===== src/rtl/alu_ctrl_pkg.sv =====
// ALUControl encodings shared with the ALU decoder, plus the execute FSM state type.
// No logic; constants and a classification helper only.
// Not applicable (package).
package alu_ctrl_pkg;

  localparam logic [3:0] ALU_ADD   = 4'b0000;
  localparam logic [3:0] ALU_SUB   = 4'b0001;
  localparam logic [3:0] ALU_AND   = 4'b0010;
  localparam logic [3:0] ALU_OR    = 4'b0011;
  localparam logic [3:0] ALU_XOR   = 4'b0100;
  localparam logic [3:0] ALU_SLT   = 4'b0101;
  localparam logic [3:0] ALU_SLTU  = 4'b0110;
  localparam logic [3:0] ALU_SLL   = 4'b0111;
  localparam logic [3:0] ALU_AUIPC = 4'b1000;
  localparam logic [3:0] ALU_LUI   = 4'b1001;
  localparam logic [3:0] ALU_SRL   = 4'b1010;
  localparam logic [3:0] ALU_SRA   = 4'b1011;

  typedef enum logic {
    IDLE  = 1'b0,
    SHIFT = 1'b1
  } state_t;

  // Shifts are the only ops that may run iteratively.
  function automatic logic is_shift_op(input logic [3:0] op);
    return (op == ALU_SLL) || (op == ALU_SRL) || (op == ALU_SRA);
  endfunction

endpackage


===== src/rtl/alu_shift_seq.sv =====
// Iterative shifter: moves the accumulator one bit per cycle until the count runs out.
// Latency: shamt cycles from start to done (done is asserted on the final step).
// No backpressure of its own; the parent holds off new work while it runs.
module alu_shift_seq
  import alu_ctrl_pkg::*;
#(
  parameter int WIDTH = 32,
  parameter int SHW   = 5
) (
  input  logic             clk,
  input  logic             reset_n,
  input  logic             start,
  input  logic [3:0]       op,
  input  logic [SHW-1:0]   shamt,
  input  logic [WIDTH-1:0] src,
  output logic             done,
  output logic [WIDTH-1:0] value
);

  logic [WIDTH-1:0] acc;
  logic [SHW-1:0]   cnt;
  logic [3:0]       op_q;
  logic [WIDTH-1:0] acc_next;

  // One-bit step of the latched op; SRA replicates the sign bit.
  always_comb begin
    acc_next = acc;
    case (op_q)
      ALU_SLL: acc_next = {acc[WIDTH-2:0], 1'b0};
      ALU_SRL: acc_next = {1'b0, acc[WIDTH-1:1]};
      ALU_SRA: acc_next = {acc[WIDTH-1], acc[WIDTH-1:1]};
      default: acc_next = acc;
    endcase
  end

  // Load on start, then step and count down while work remains.
  always_ff @(posedge clk or negedge reset_n) begin
    if (!reset_n) begin
      acc  <= '0;
      cnt  <= '0;
      op_q <= ALU_ADD;
    end else if (start) begin
      acc  <= src;
      cnt  <= shamt;
      op_q <= op;
    end else if (cnt != '0) begin
      acc <= acc_next;
      cnt <= cnt - {{(SHW-1){1'b0}}, 1'b1};
    end
  end

  // The last step's shifted value is the result the parent captures.
  assign done  = (cnt == {{(SHW-1){1'b0}}, 1'b1});
  assign value = acc_next;

endmodule


===== src/rtl/alu_exec_unit.sv =====
// Execute-stage ALU with valid/ready on both sides and an iterative shifter for SLL/SRL/SRA.
// Latency: 1 cycle for single-cycle ops and zero-amount shifts; shamt cycles for other shifts.
// Single output slot held stable under out_ready=0; in_ready drops while shifting or when the slot is blocked.
module alu_exec_unit
  import alu_ctrl_pkg::*;
#(
  parameter int WIDTH = 32,
  parameter int SHW   = $clog2(WIDTH)
) (
  input  logic             clk,
  input  logic             reset_n,
  input  logic             in_valid,
  output logic             in_ready,
  input  logic [3:0]       alu_control,
  input  logic [WIDTH-1:0] src_a,
  input  logic [WIDTH-1:0] src_b,
  output logic             out_valid,
  input  logic             out_ready,
  output logic [WIDTH-1:0] result,
  output logic             zero,
  output logic             illegal
);

  state_t           state;
  logic             accept;
  logic [SHW-1:0]   shamt;
  logic             shift_start;
  logic [WIDTH-1:0] alu_res;
  logic             alu_ill;
  logic             sh_done;
  logic [WIDTH-1:0] sh_value;

  assign shamt       = src_b[SHW-1:0];
  assign in_ready    = (state == IDLE) && (!out_valid || out_ready);
  assign accept      = in_valid && in_ready;
  assign shift_start = accept && is_shift_op(alu_control) && (shamt != '0);

  // Single-cycle op mux; a zero-amount shift passes src_a straight through.
  always_comb begin
    alu_res = '0;
    alu_ill = 1'b0;
    case (alu_control)
      ALU_ADD:   alu_res = src_a + src_b;
      ALU_SUB:   alu_res = src_a - src_b;
      ALU_AND:   alu_res = src_a & src_b;
      ALU_OR:    alu_res = src_a | src_b;
      ALU_XOR:   alu_res = src_a ^ src_b;
      ALU_SLT:   alu_res = {{(WIDTH-1){1'b0}}, ($signed(src_a) < $signed(src_b))};
      ALU_SLTU:  alu_res = {{(WIDTH-1){1'b0}}, (src_a < src_b)};
      ALU_SLL,
      ALU_SRL,
      ALU_SRA:   alu_res = src_a;
      ALU_AUIPC: alu_res = src_a + src_b;
      ALU_LUI:   alu_res = src_b;
      default: begin
        alu_res = '0;
        alu_ill = 1'b1;
      end
    endcase
  end

  alu_shift_seq #(
    .WIDTH (WIDTH),
    .SHW   (SHW)
  ) u_shift (
    .clk     (clk),
    .reset_n (reset_n),
    .start   (shift_start),
    .op      (alu_control),
    .shamt   (shamt),
    .src     (src_a),
    .done    (sh_done),
    .value   (sh_value)
  );

  // FSM and output slot: load on accept or shift completion, drop valid once drained.
  always_ff @(posedge clk or negedge reset_n) begin
    if (!reset_n) begin
      state     <= IDLE;
      out_valid <= 1'b0;
      result    <= '0;
      zero      <= 1'b0;
      illegal   <= 1'b0;
    end else begin
      case (state)
        IDLE: begin
          if (shift_start) begin
            out_valid <= 1'b0;
            state     <= SHIFT;
          end else if (accept) begin
            result    <= alu_res;
            zero      <= (alu_res == '0);
            illegal   <= alu_ill;
            out_valid <= 1'b1;
          end else if (out_ready) begin
            out_valid <= 1'b0;
          end
        end
        SHIFT: begin
          if (sh_done) begin
            result    <= sh_value;
            zero      <= (sh_value == '0);
            illegal   <= 1'b0;
            out_valid <= 1'b1;
            state     <= IDLE;
          end
        end
        default: state <= IDLE;
      endcase
    end
  end

endmodule

===== config.mk =====
export PLATFORM = sky130hd
export DESIGN_NAME = alu_exec_unit
export DESIGN_NICKNAME = d
export VERILOG_FILES = /design/src/rtl/alu_ctrl_pkg.sv /design/src/rtl/alu_shift_seq.sv /design/src/rtl/alu_exec_unit.sv
export SDC_FILE = /design/constraint.sdc
export NUM_CORES = 1
export LEC_CHECK = 0
export ABC_AREA = 1
export BUFFER_PORTS_ARGS = -buffer_cell sky130_fd_sc_hd__buf_4
export CORE_ASPECT_RATIO = 1.5
export CORE_MARGIN = 2
export CORE_UTILIZATION = 62
export CTS_CLUSTER_SIZE = 14
export DETAILED_ROUTE_END_ITERATION = 6
export GPL_TIMING_DRIVEN = 0
export PLACE_DENSITY = 0.84
export SYNTH_ARGS = -nofsm -noshare
export SYNTH_HDL_FRONTEND = slang
export SYNTH_HIERARCHICAL = 1
export SYNTH_SLANG_ARGS = --single-unit

===== constraint.sdc =====
create_clock -name clk -period 3 [get_ports clk]
set_clock_uncertainty 0.2 [all_clocks]
set_input_delay 0.3 -clock clk [delete_from_list [all_inputs] [get_ports clk]]
set_output_delay 0.3 -clock clk [all_outputs]
set_load 0.05 [all_outputs]

==> results.py <==
metrics = {
    "logic_synthesis": {
        "synth_area_leader_cell": "nand2_1",
        "yosys.area.top_type_share_pct": 20.0,
        "yosysMostFrequentCell": "nand2_1",
        "ys.flop_type": "dfrtp_1",
        "synth_edf_count": 0,
        "ys_ff_latch": 77,
        "synth_common_cells": "610 x nand2_1, 289 x inv_1, 253 x nand3_1",
        "syn_nets": 2176,
        "ys_seq_area_share_pct": 16.8,
        "synth_async_sr_flop_share_pct": 100,
        "synth_cell_types": 52,
        "yosysWarnings": 6,
        "synth_area_leaders": "nand2_1 20%, dfrtp_1 17%, nand3_1 11%, ha_1 11%, inv_1 9.5%",
        "syn_area_um2": 11500,
        "syn_area_per_cell_um2": 5.72,
        "synth_cells": 2004,
    },
    "clock_network": {
        "clkSinkCount": 77,
        "htreeDepth": 3,
        "cts.root.buffer_cell": "clkbuf_16",
        "cts_buffers": 9,
        "clk_pin_slew_ns": 0.06,
        "post-cts-setup-buffers": 0,
        "cts_tree": "done",
        "clock_latency_ns": 0.34,
        "clk_path_buf_depth": 2,
    },
    "final_layout": {
        "n_fill_cell": 1654,
        "final_nets": 2295,
        "insertedDiodeCount": 0,
        "multi_input_area_um2": 7940,
        "finalNonFillerCells": 2344,
        "drive_gt1_share_pct": 11.0,
        "syn_to_final_growth_pct": 12.9,
        "final_cell_area_um2": 12900,
        "fin_util_pct": 71.9,
        "seq_area_um2": 1930,
    },
    "detailed_routing": {
        "drt_iter0_drc": 2470,
        "routed_via_density": 6.25,
        "drt_wl_total_mm": 47.5,
        "post-route-drc-count": 2,
        "vias": 14600,
        "wl_per_cell_um": 20.3,
        "ant_nets": 0,
        "firstDrtPassIters": 7,
    },
    "hold_path": {
        "min_path_type": "input pin to flop",
    },
    "grt": {
        "grt_max_degree": 78,
        "grt_overflow": 0,
        "track_usage_pct": 48.6,
        "grt_pass1_vias": 13800,
        "grt_pass1_wl_mm": 73.0,
        "antenna_found_initial": 0,
    },
    "worst_setup_path": {
        "worstPathCellList": "buf_4 > inv_1 > nand2_1 > nor2_1 > buf_2 > nand2_1 > o211ai_1 > a221oi_1 > nand3_1 > nor2_1 > nand2_1 > nor2_1 > nand3_1 > a21oi_1",
        "end_kind": "flop",
        "cp-start-kind": "input pin",
        "worstPathRequired_ns": 3.03,
        "cp.arrival_ns": 3.15,
        "crit_family": "simple AND/OR/NAND/NOR gates",
        "slowest_stage": "nor2_1",
        "cp_max_fo": 10,
        "crit_type": "input pin to flop",
        "path_buf_inv": 3,
        "r2r_slack_ns": 0.08,
        "slowest_delay_ns": 1.05,
    },
    "place": {
        "dp.cells": 2328,
        "post_dp_cell_area_um2": 12500,
        "dpl.hpwl_mm": 37.1,
        "place.gp.congestion": 1.06,
        "port_buffers": 107,
    },
    "timing": {
        "setup_slack_ns": -0.127,
        "hold_violations": 0,
        "fin_crit_sh_pct": 104,
        "fmax_mhz": 320,
        "finalSetupViolations": 1,
        "max_slew_margin_pct": 9.65,
        "maxSlewViolCount": 0,
        "rsz0062_at_grt": "true",
        "min_period_ns": 3.13,
        "worst_pin_slew_ns": 1.35,
    },
    "floorplanning": {
        "fp.dieW_um": 115,
        "rows": 60,
        "ioPinCount": 108,
        "core_um2": 18000,
        "start_util_pct": 63.6,
        "die_h_um": 171,
        "dieArea_um2": 19600,
    },
    "status": {
        "status": "complete, but fails checks",
        "violations": "design-rule violations, negative setup slack",
    },
    "power_and_ir_drop": {
        "power.density_nw_per_um2": 673,
        "cellLeakagePower_nw": 7.09,
        "ir_drop_v": 0.000395,
        "power_w": 0.00871,
    },
    "run": {
        "cap_viol_max_count": 0,
    },
}
==> final cells by class <==
cell class | instances | area share, %
plain buffers | 91 | 4.10
clock buffers | 11 | 1.95
clock inverters | 4 | 0.734
inverters | 294 | 8.60
multi-input cells | 1542 | 61.4
flip-flops and latches | 77 | 14.9
well taps | 217 | 2.10
repair buffers | 108 | 6.28
==> cell families (layout without fill, tap and decap cells) <==
| group | Yosys count | count (layout) | share of synthesized area, % |
|---|---|---|---|
| compound gates | 266 | 266 | 14.0 |
| xor+xnor | 1 | 1 | 0.0764 |
| buf+inv | 385 | 508 | 14.3 |
| simple gates | 1175 | 1175 | 43.8 |
| fa+ha+maj | 100 | 100 | 11.0 |
| flops | 77 | 77 | 16.8 |
==> metal layers <==
| metal | GRT usage [%] | part of all wire [%] | routed length [um] | up-vias |
|---|---|---|---|---|
| met4 | 38.2 | 10 | 4770 | 0 |
| met3 | 10.7 | 11 | 5290 | 360 |
| li1 | - | - | - | 6684 |
| met2 | 79.5 | 45 | 21500 | 1081 |
| met5 | 0 | 0 | 0 | - |
| met1 | 54.1 | 33 | 15900 | 6514 |
==> path summary, 6_finish.rpt <==
path	cells after the start	end	startpoint
max reg2reg	9	zero$_DFFE_PN0P_	u_shift/op_q[2]$_DFFE_PN0P_
min reg2reg	2	result[0]$_DFFE_PN0P_	result[0]$_DFFE_PN0P_
max in group asynchronous	2	result[23]$_DFFE_PN0P_	reset_n
max	14	zero$_DFFE_PN0P_	alu_control[3]
min in group asynchronous	2	result[4]$_DFFE_PN0P_	reset_n
min	3	u_shift/op_q[1]$_DFFE_PN0P_	alu_control[1]
==> metrics by stage <==
| step | worst slack [ns] | hold slack, ns | setup TNS (ns) |
|---|---|---|---|
| 2_1_floorplan | 0.325 | -0.196 | 0 |
| 3_3_place_gp | -0.268 | 0.268 | -0.721 |
| 3_5_place_dp | -0.329 | 0.268 | -1.13 |
| 4_1_cts | 0.0190 | 0.00340 | 0 |
| 5_1_grt | -0.0709 | 0.0205 | -0.0709 |
| 6_report | -0.127 | 0.0203 | -0.127 |
==> state kept, by name (all words and copies together) (netlist names) <==
register and flops:
u_shift/acc 32, u_shift/op_q 4, u_shift/cnt 5, result 32, illegal 1, out_valid 1
zero 1, state 1
==> tightest hold or removal path, stage by stage <==
cell and delay, ns:
buf_4 0.10, nand2_1 0.06, nand2_1 0.07
==> power by group <==
group          switching [W]  internal (W)  leakage (nW)
clock network       0.000424      0.000852         0.172
registers           0.000401       0.00149         0.982
logic                0.00397       0.00158          5.94
total                0.00479       0.00392          7.09
==> what timing repair did <==
item	in CTS	in global routing
hold endpoints to repair	77	0
hold buffers	1	0
resized for setup	0	18
setup endpoints to repair	0	20
==> layout by cell type, fill, tap and decap left out, types with 9 or more instances in the layout <==
cell type  instances
a21oi_1           85
a221oi_1          13
buf_2             54
buf_4            113
buf_6             10
clkbuf_1          15
clkbuf_16          9
dfrtp_1           77
ha_1              98
inv_1            289
nand2_1          610
nand3_1          251
nand4_1           44
nor2_1           199
nor2_2             9
nor3_1            20
o211ai_1          18
o21a_1            34
o21ai_0           79
o21bai_1          12
(Power assumes the default switching activity.)
